**src/rtl/ps2_pkg.sv**
```systemverilog
// rtl/ps2_pkg.sv - shared scan-code constants and state encodings for the PS/2 key decoder
package ps2_pkg;

  localparam logic [7:0] SC_EXT    = 8'hE0;
  localparam logic [7:0] SC_BRK    = 8'hF0;
  localparam logic [7:0] SC_PAUSE  = 8'hE1;
  localparam logic [7:0] SC_BAT_OK = 8'hAA;
  localparam logic [7:0] SC_ACK    = 8'hFA;

  // Bytes following E1 in the Pause sequence that carry no key information
  localparam logic [2:0] PAUSE_SKIP = 3'd7;

  typedef enum logic [1:0] {
    FETCH_IDLE,
    FETCH_POP,
    FETCH_SETTLE
  } fetch_state_t;

  typedef enum logic [2:0] {
    DEC_BASE,
    DEC_EXT,
    DEC_BRK,
    DEC_EXT_BRK,
    DEC_PAUSE
  } dec_state_t;

endpackage

```
**src/rtl/ps2_fifo_reader.sv**
```systemverilog
// rtl/ps2_fifo_reader.sv - pops one byte at a time from a first-word fall-through FIFO
module ps2_fifo_reader
  import ps2_pkg::*;
(
  input  logic       clk,
  input  logic       rst,
  input  logic       i_fifo_empty,
  input  logic [7:0] i_fifo_data,
  output logic       o_fifo_rd,
  output logic [7:0] o_byte,
  output logic       o_byte_strobe
);

  fetch_state_t r_state;
  logic         r_rd;
  logic         r_strobe;
  logic [7:0]   r_byte;

  // SETTLE gives the FIFO a cycle to update its empty flag after the pop
  always_ff @(posedge clk or posedge rst) begin
    if (rst) begin
      r_state  <= FETCH_IDLE;
      r_rd     <= 1'b0;
      r_strobe <= 1'b0;
      r_byte   <= 8'h00;
    end else begin
      r_rd     <= 1'b0;
      r_strobe <= 1'b0;
      case (r_state)
        FETCH_IDLE: begin
          if (!i_fifo_empty) begin
            r_state  <= FETCH_POP;
            r_rd     <= 1'b1;
            r_strobe <= 1'b1;
            r_byte   <= i_fifo_data;
          end
        end
        FETCH_POP:    r_state <= FETCH_SETTLE;
        FETCH_SETTLE: r_state <= FETCH_IDLE;
        default:      r_state <= FETCH_IDLE;
      endcase
    end
  end

  assign o_fifo_rd     = r_rd;
  assign o_byte        = r_byte;
  assign o_byte_strobe = r_strobe;

endmodule

```
**src/rtl/ps2_key_decoder.sv**
```systemverilog
// rtl/ps2_key_decoder.sv - turns PS/2 set-2 scan bytes into make/break key events
module ps2_key_decoder
  import ps2_pkg::*;
#(
  parameter int TIMEOUT_CYCLES = 2500000,
  parameter int REPEAT_FILTER  = 1
) (
  input  logic       clk,
  input  logic       rst,
  input  logic       fifo_empty,
  input  logic [7:0] fifo_data,
  output logic       fifo_rd,
  output logic [7:0] key_code,
  output logic       key_ext,
  output logic       key_break,
  output logic       key_valid
);

  localparam int TW = (TIMEOUT_CYCLES < 2) ? 1 : $clog2(TIMEOUT_CYCLES + 1);
  localparam logic [TW-1:0] TMAX = TW'(TIMEOUT_CYCLES);

  logic [7:0] w_byte;
  logic       w_strobe;

  ps2_fifo_reader u_reader (
    .clk           (clk),
    .rst           (rst),
    .i_fifo_empty  (fifo_empty),
    .i_fifo_data   (fifo_data),
    .o_fifo_rd     (fifo_rd),
    .o_byte        (w_byte),
    .o_byte_strobe (w_strobe)
  );

  dec_state_t    r_state;
  logic [2:0]    r_skip;
  logic [TW-1:0] r_tmo;
  logic [8:0]    r_held;
  logic          r_held_vld;
  logic [7:0]    r_code;
  logic          r_ext;
  logic          r_brk;
  logic          r_valid;

  dec_state_t w_next_state;
  logic [2:0] w_next_skip;
  logic       w_has_key;
  logic       w_key_ext;
  logic       w_key_brk;
  logic       w_match;
  logic       w_suppress;

  always_comb begin
    w_next_state = r_state;
    w_next_skip  = r_skip;
    w_has_key    = 1'b0;
    w_key_ext    = 1'b0;
    w_key_brk    = 1'b0;
    case (r_state)
      DEC_BASE: begin
        if (w_byte == SC_EXT) begin
          w_next_state = DEC_EXT;
        end else if (w_byte == SC_BRK) begin
          w_next_state = DEC_BRK;
        end else if (w_byte == SC_PAUSE) begin
          w_next_state = DEC_PAUSE;
          w_next_skip  = PAUSE_SKIP;
        end else if (w_byte != SC_BAT_OK && w_byte != SC_ACK) begin
          w_has_key = 1'b1;
        end
      end
      DEC_EXT: begin
        if (w_byte == SC_BRK) begin
          w_next_state = DEC_EXT_BRK;
        end else if (w_byte != SC_EXT) begin
          w_has_key    = 1'b1;
          w_key_ext    = 1'b1;
          w_next_state = DEC_BASE;
        end
      end
      DEC_BRK: begin
        w_has_key    = 1'b1;
        w_key_brk    = 1'b1;
        w_next_state = DEC_BASE;
      end
      DEC_EXT_BRK: begin
        w_has_key    = 1'b1;
        w_key_ext    = 1'b1;
        w_key_brk    = 1'b1;
        w_next_state = DEC_BASE;
      end
      DEC_PAUSE: begin
        if (r_skip <= 3'd1) begin
          w_next_skip  = 3'd0;
          w_next_state = DEC_BASE;
        end else begin
          w_next_skip = r_skip - 3'd1;
        end
      end
      default: w_next_state = DEC_BASE;
    endcase
  end

  assign w_match    = r_held_vld && (r_held == {w_key_ext, w_byte});
  assign w_suppress = (REPEAT_FILTER != 0) && !w_key_brk && w_match;

  always_ff @(posedge clk or posedge rst) begin
    if (rst) begin
      r_state    <= DEC_BASE;
      r_skip     <= 3'd0;
      r_tmo      <= '0;
      r_held     <= 9'h000;
      r_held_vld <= 1'b0;
      r_code     <= 8'h00;
      r_ext      <= 1'b0;
      r_brk      <= 1'b0;
      r_valid    <= 1'b0;
    end else begin
      r_valid <= 1'b0;
      if (w_strobe) begin
        r_state <= w_next_state;
        r_skip  <= w_next_skip;
        r_tmo   <= '0;
        if (w_has_key) begin
          if (!w_suppress) begin
            r_code  <= w_byte;
            r_ext   <= w_key_ext;
            r_brk   <= w_key_brk;
            r_valid <= 1'b1;
          end
          if (!w_key_brk) begin
            r_held     <= {w_key_ext, w_byte};
            r_held_vld <= 1'b1;
          end else if (w_match) begin
            r_held_vld <= 1'b0;
          end
        end
      end else if (r_state != DEC_BASE) begin
        // A stalled prefix is abandoned silently; the counter never wraps
        if (r_tmo == TMAX) begin
          r_state <= DEC_BASE;
          r_skip  <= 3'd0;
        end else begin
          r_tmo <= r_tmo + TW'(1);
        end
      end else begin
        r_tmo <= '0;
      end
    end
  end

  assign key_code  = r_code;
  assign key_ext   = r_ext;
  assign key_break = r_brk;
  assign key_valid = r_valid;

endmodule

```
**config.mk**
```make
export PLATFORM = sky130hd
export DESIGN_NAME = ps2_key_decoder
export DESIGN_NICKNAME = d
export VERILOG_FILES = /design/src/rtl/ps2_pkg.sv /design/src/rtl/ps2_fifo_reader.sv /design/src/rtl/ps2_key_decoder.sv
export SDC_FILE = /design/constraint.sdc
export NUM_CORES = 1
export LEC_CHECK = 0
export ABC_AREA = 1
export CAP_MARGIN = 10
export CORE_ASPECT_RATIO = 0.7
export CORE_MARGIN = 8
export CORE_UTILIZATION = 63
export CTS_BUF_LIST = sky130_fd_sc_hd__clkbuf_8 sky130_fd_sc_hd__clkbuf_16
export CTS_CLUSTER_DIAMETER = 50
export DETAILED_ROUTE_END_ITERATION = 7
export GPL_ROUTABILITY_DRIVEN = 1
export PLACE_DENSITY = 0.95
export SYNTH_ARGS = -nofsm -noshare
export SYNTH_HDL_FRONTEND = slang
export SYNTH_SLANG_ARGS = --single-unit
```
**constraint.sdc**
```tcl
create_clock -name clk -period 4.8 [get_ports clk]
set_input_delay 0.72 -clock clk [delete_from_list [all_inputs] [get_ports clk]]
set_output_delay 0.72 -clock clk [all_outputs]
set_load 0.02 [all_outputs]
```
==> impl_metrics.yaml <==
cells_and_area:
  fill_cells: 363
  diodes: 0
  final_cell_mix: "111 x nand2_1, 60 x dfrtp_1, 46 x nor2_1"
  drive_above_1_share_pct: 10.9
  area_growth_pct: 14.0
  final_common_cell: "nand2_1"
  final_nets: 450
grt:
  antenna_found_initial: 0
  grt_overflow: 0
  grt_pass1_wl_um: 12700
  grt_pass1_vias: 2820
  grt_max_degree: 61
  grtUsageTotal_pct: 21.3
clocking:
  cts_tree: "done"
  htree_levels: 3
  cts_buffers: 9
  post_cts_buffers: 0
  cts_num_sinks: 60
  cts_resized: 0
  cts_max_path_buffers: 2
  hold_buffers: 0
  root_buffer: "clkbuf_8"
  path_clk_slew_ps: 70
  clock_latency_ps: 350
hold_path:
  min_from: "key_code[4]$_DFFE_PP0P_"
  hold_path_end: "key_code[4]$_DFFE_PP0P_"
  worstHoldPathType: "reg -> reg"
  whs_path_depth: 2
critical_path:
  start_kind: "register"
  critical_path_required_ps: 4080
  reg2reg_depth: 10
  cp_cell_sequence: "clkdlybuf4s50_1"
  r2r-start: "r_state[1]$_DFFE_PP0P_"
  cp_top_family: "buffers and inverters"
  cpPeakStageDelay_ps: 690
  crit_start: "u_reader.o_byte_strobe$_DFF_PP0_"
  criticalPathCategory: "reg -> out"
  worst-path-max-fanout: 11
  crit_buf_inv: 1
  rr_endpoint: "key_code[0]$_DFFE_PP0P_"
  cpMaxStageDelayCell: "clkdlybuf4s50_1"
  arrival_ps: 1630
  r2r_setup_slack_ps: 2780
  endpoint_kind: "output port"
  worst-path-stages: 1
route:
  wl_um: 7310
  vias_per_cell: 5.73
  drtAntennaViolNets: 0
  vias: 2919
  firstDrtPassIters: 5
  drc: 0
  avgRoutedWirePerCell_um: 14.4
  drt_iter0_drc: 280
placement:
  gp_congestion: 0.945
  io_buffers: 22
  hpwl_um: 5090
  place_ws_ps: 2670
floorplan:
  start_util_pct: 66.3
  fp-row-count: 21
  die_y_um: 75.7
  boundaryPins: 23
  core_region_area_um2: 4830
  die_x_um: 101
  die_area_um2: 7670
logic_synthesis:
  yosysWarnings: 0
  syn_inst: 412
  synthDistinctLibCells: 32
  seq_area_frac_synth_pct: 46.8
  ys_ff_latch: 60
  syn-cell-area_um2: 3210
  synth_fp_nets: 427
  syn_avg_cell_area_um2: 7.78
power:
  cellLeakagePower_nw: 1.65
  powerDensity_nw_per_um2: 498
  p_seq_share_pct: 40.2
  intPower_w: 0.00113
  p_switching_w: 0.000692
  swShare_pct: 38.0
  ir_drop_mv: 0.233
  power_frac_comb_pct: 32.3
  power_frac_clock_pct: 27.4
timing:
  finalWorstSetupSlack_ps: 2450
  worstMarginPinSlew_ps: 813
  relSlewSlack_pct: 45.5
  final.setup_skew_ps: 5.10
  maxSlewViolCount: 0
  fmax_mhz: 426
  tns_ps: 0
  hold_viol: 0
  period_share_pct: 48.9
  fin_crit_ps: 2350
  rsz0062_at_grt: "false"
  finalSetupViolCount: 0
outcome:
  status: "finished clean"
job:
  cap_viol_max_count: 0
synth_stat cells:
cell        n  area share (%)
nor2_2      7             1.4
nor2_1     46             5.4
nand2_8     1            0.62
o211ai_1    1            0.23
xor2_1      4             1.1
nand2_2     8             1.6
inv_1      41             4.8
o21ai_0    29             4.5
nor4_1      1            0.20
o21ai_1     1            0.16
nand3_1    35             5.5
inv_2       5            0.59
buf_8       2            0.94
o211a_1     1            0.31
nand3_2     2            0.62
clkbuf_1    4            0.47
a21oi_1    12             1.9
inv_4       1            0.20
nand3b_1    1            0.23
o21a_1      1            0.23
nand4_1     5            0.98
xnor2_1     5             1.4
buf_2       1            0.16
nand2_4     1            0.35
o22ai_1     1            0.20
nor3_1     12             1.9
dfrtp_1    60              47
buf_4       4            0.94
nand2_1   111              13
nor3_2      4             1.2
nand4_4     1            0.66
ha_1        4             1.6
cells by family (layout without fill, tap and decap cells):
| kind of cell | count (synthesis) | after routing | synth area share (%) |
|---|---|---|---|
| AO/OA/AOI/OAI | 46 | 46 | 7.53 |
| flip-flops | 60 | 60 | 46.8 |
| AND/OR/NAND/NOR | 235 | 235 | 33.6 |
| buffers and inverters | 58 | 86 | 8.08 |
| XOR/XNOR | 9 | 9 | 2.46 |
| adder cells (fa/ha/maj) | 4 | 4 | 1.56 |
metal layers:
| metal | routed length, um | global-route usage [%] | up-vias |
|---|---|---|---|
| met2 | 3200 | 32.5 | 152 |
| met5 | 0 | 0 | - |
| met3 | 694 | 8.58 | 23 |
| met4 | 130 | 7.22 | 0 |
| met1 | 3280 | 27.1 | 1380 |
| li1 | - | - | 1364 |
sequential cells by signal, indices dropped and copies added (netlist names):
register / flops
key_break: 1
key_code: 8
key_ext: 1
key_valid: 1
r_held: 9
r_held_vld: 1
r_skip: 3
r_state: 3
r_tmo: 22
u_reader.o_byte: 8
u_reader.o_byte_strobe: 1
u_reader.r_state: 2
layout make-up:
cell class	count	area [um^2]	area share, %
clock buffer	9	124	3.39
clock inverter	7	91.3	2.50
inverter	47	179	4.89
multi-input combinational	294	1450	39.6
sequential	60	1500	41.1
tap	69	86.3	2.36
timing repair buffer	23	228	6.23
per-stage QoR:
| stage | instance area [um^2] | util (%) | hold WS (ps) | power [W] | instances |
|---|---|---|---|---|---|
| finish | 3660 | 75.6 | 473 | 0.00182 | 509 |
| global route | 3660 | 75.6 | 493 | 0.00193 | 509 |
| CTS | 3660 | 75.6 | 477 | 0.00182 | 509 |
| detailed placement | 3440 | 71.2 | 460 | 0.00131 | 493 |
| global placement | 3440 | 71.2 | 454 | 0.00128 | 493 |
| floorplan | 3210 | - | 442 | 0.00114 | 412 |
worst max-delay path by stage:
stage,endpoint,slack [ps]
final,fifo_rd,2450
after detailed placement,u_reader.o_byte[3]$_DFFE_PP0P_,2670
after global placement,u_reader.o_byte[5]$_DFFE_PP0P_,2780
after global routing,fifo_rd,2370
after floorplan,key_break$_DFFE_PP0P_,2600
after CTS,fifo_rd,2440
worst min-delay path, cell delays in order, from the launching register on:
cell     delay (ps)
dfrtp_1         350
nand2_1          50
nand2_1          40
power groups by stage:
stage	registers, W	clock network (W)	logic (W)
2_1_floorplan	0.000748	0	0.000391
3_3_place_gp	0.000726	0	0.000553
3_5_place_dp	0.000733	0	0.000580
4_1_cts	0.000728	0.000506	0.000587
5_1_grt	0.000747	0.000524	0.000662
6_report	0.000733	0.000500	0.000589
Power figures use the tool's default switching activity.
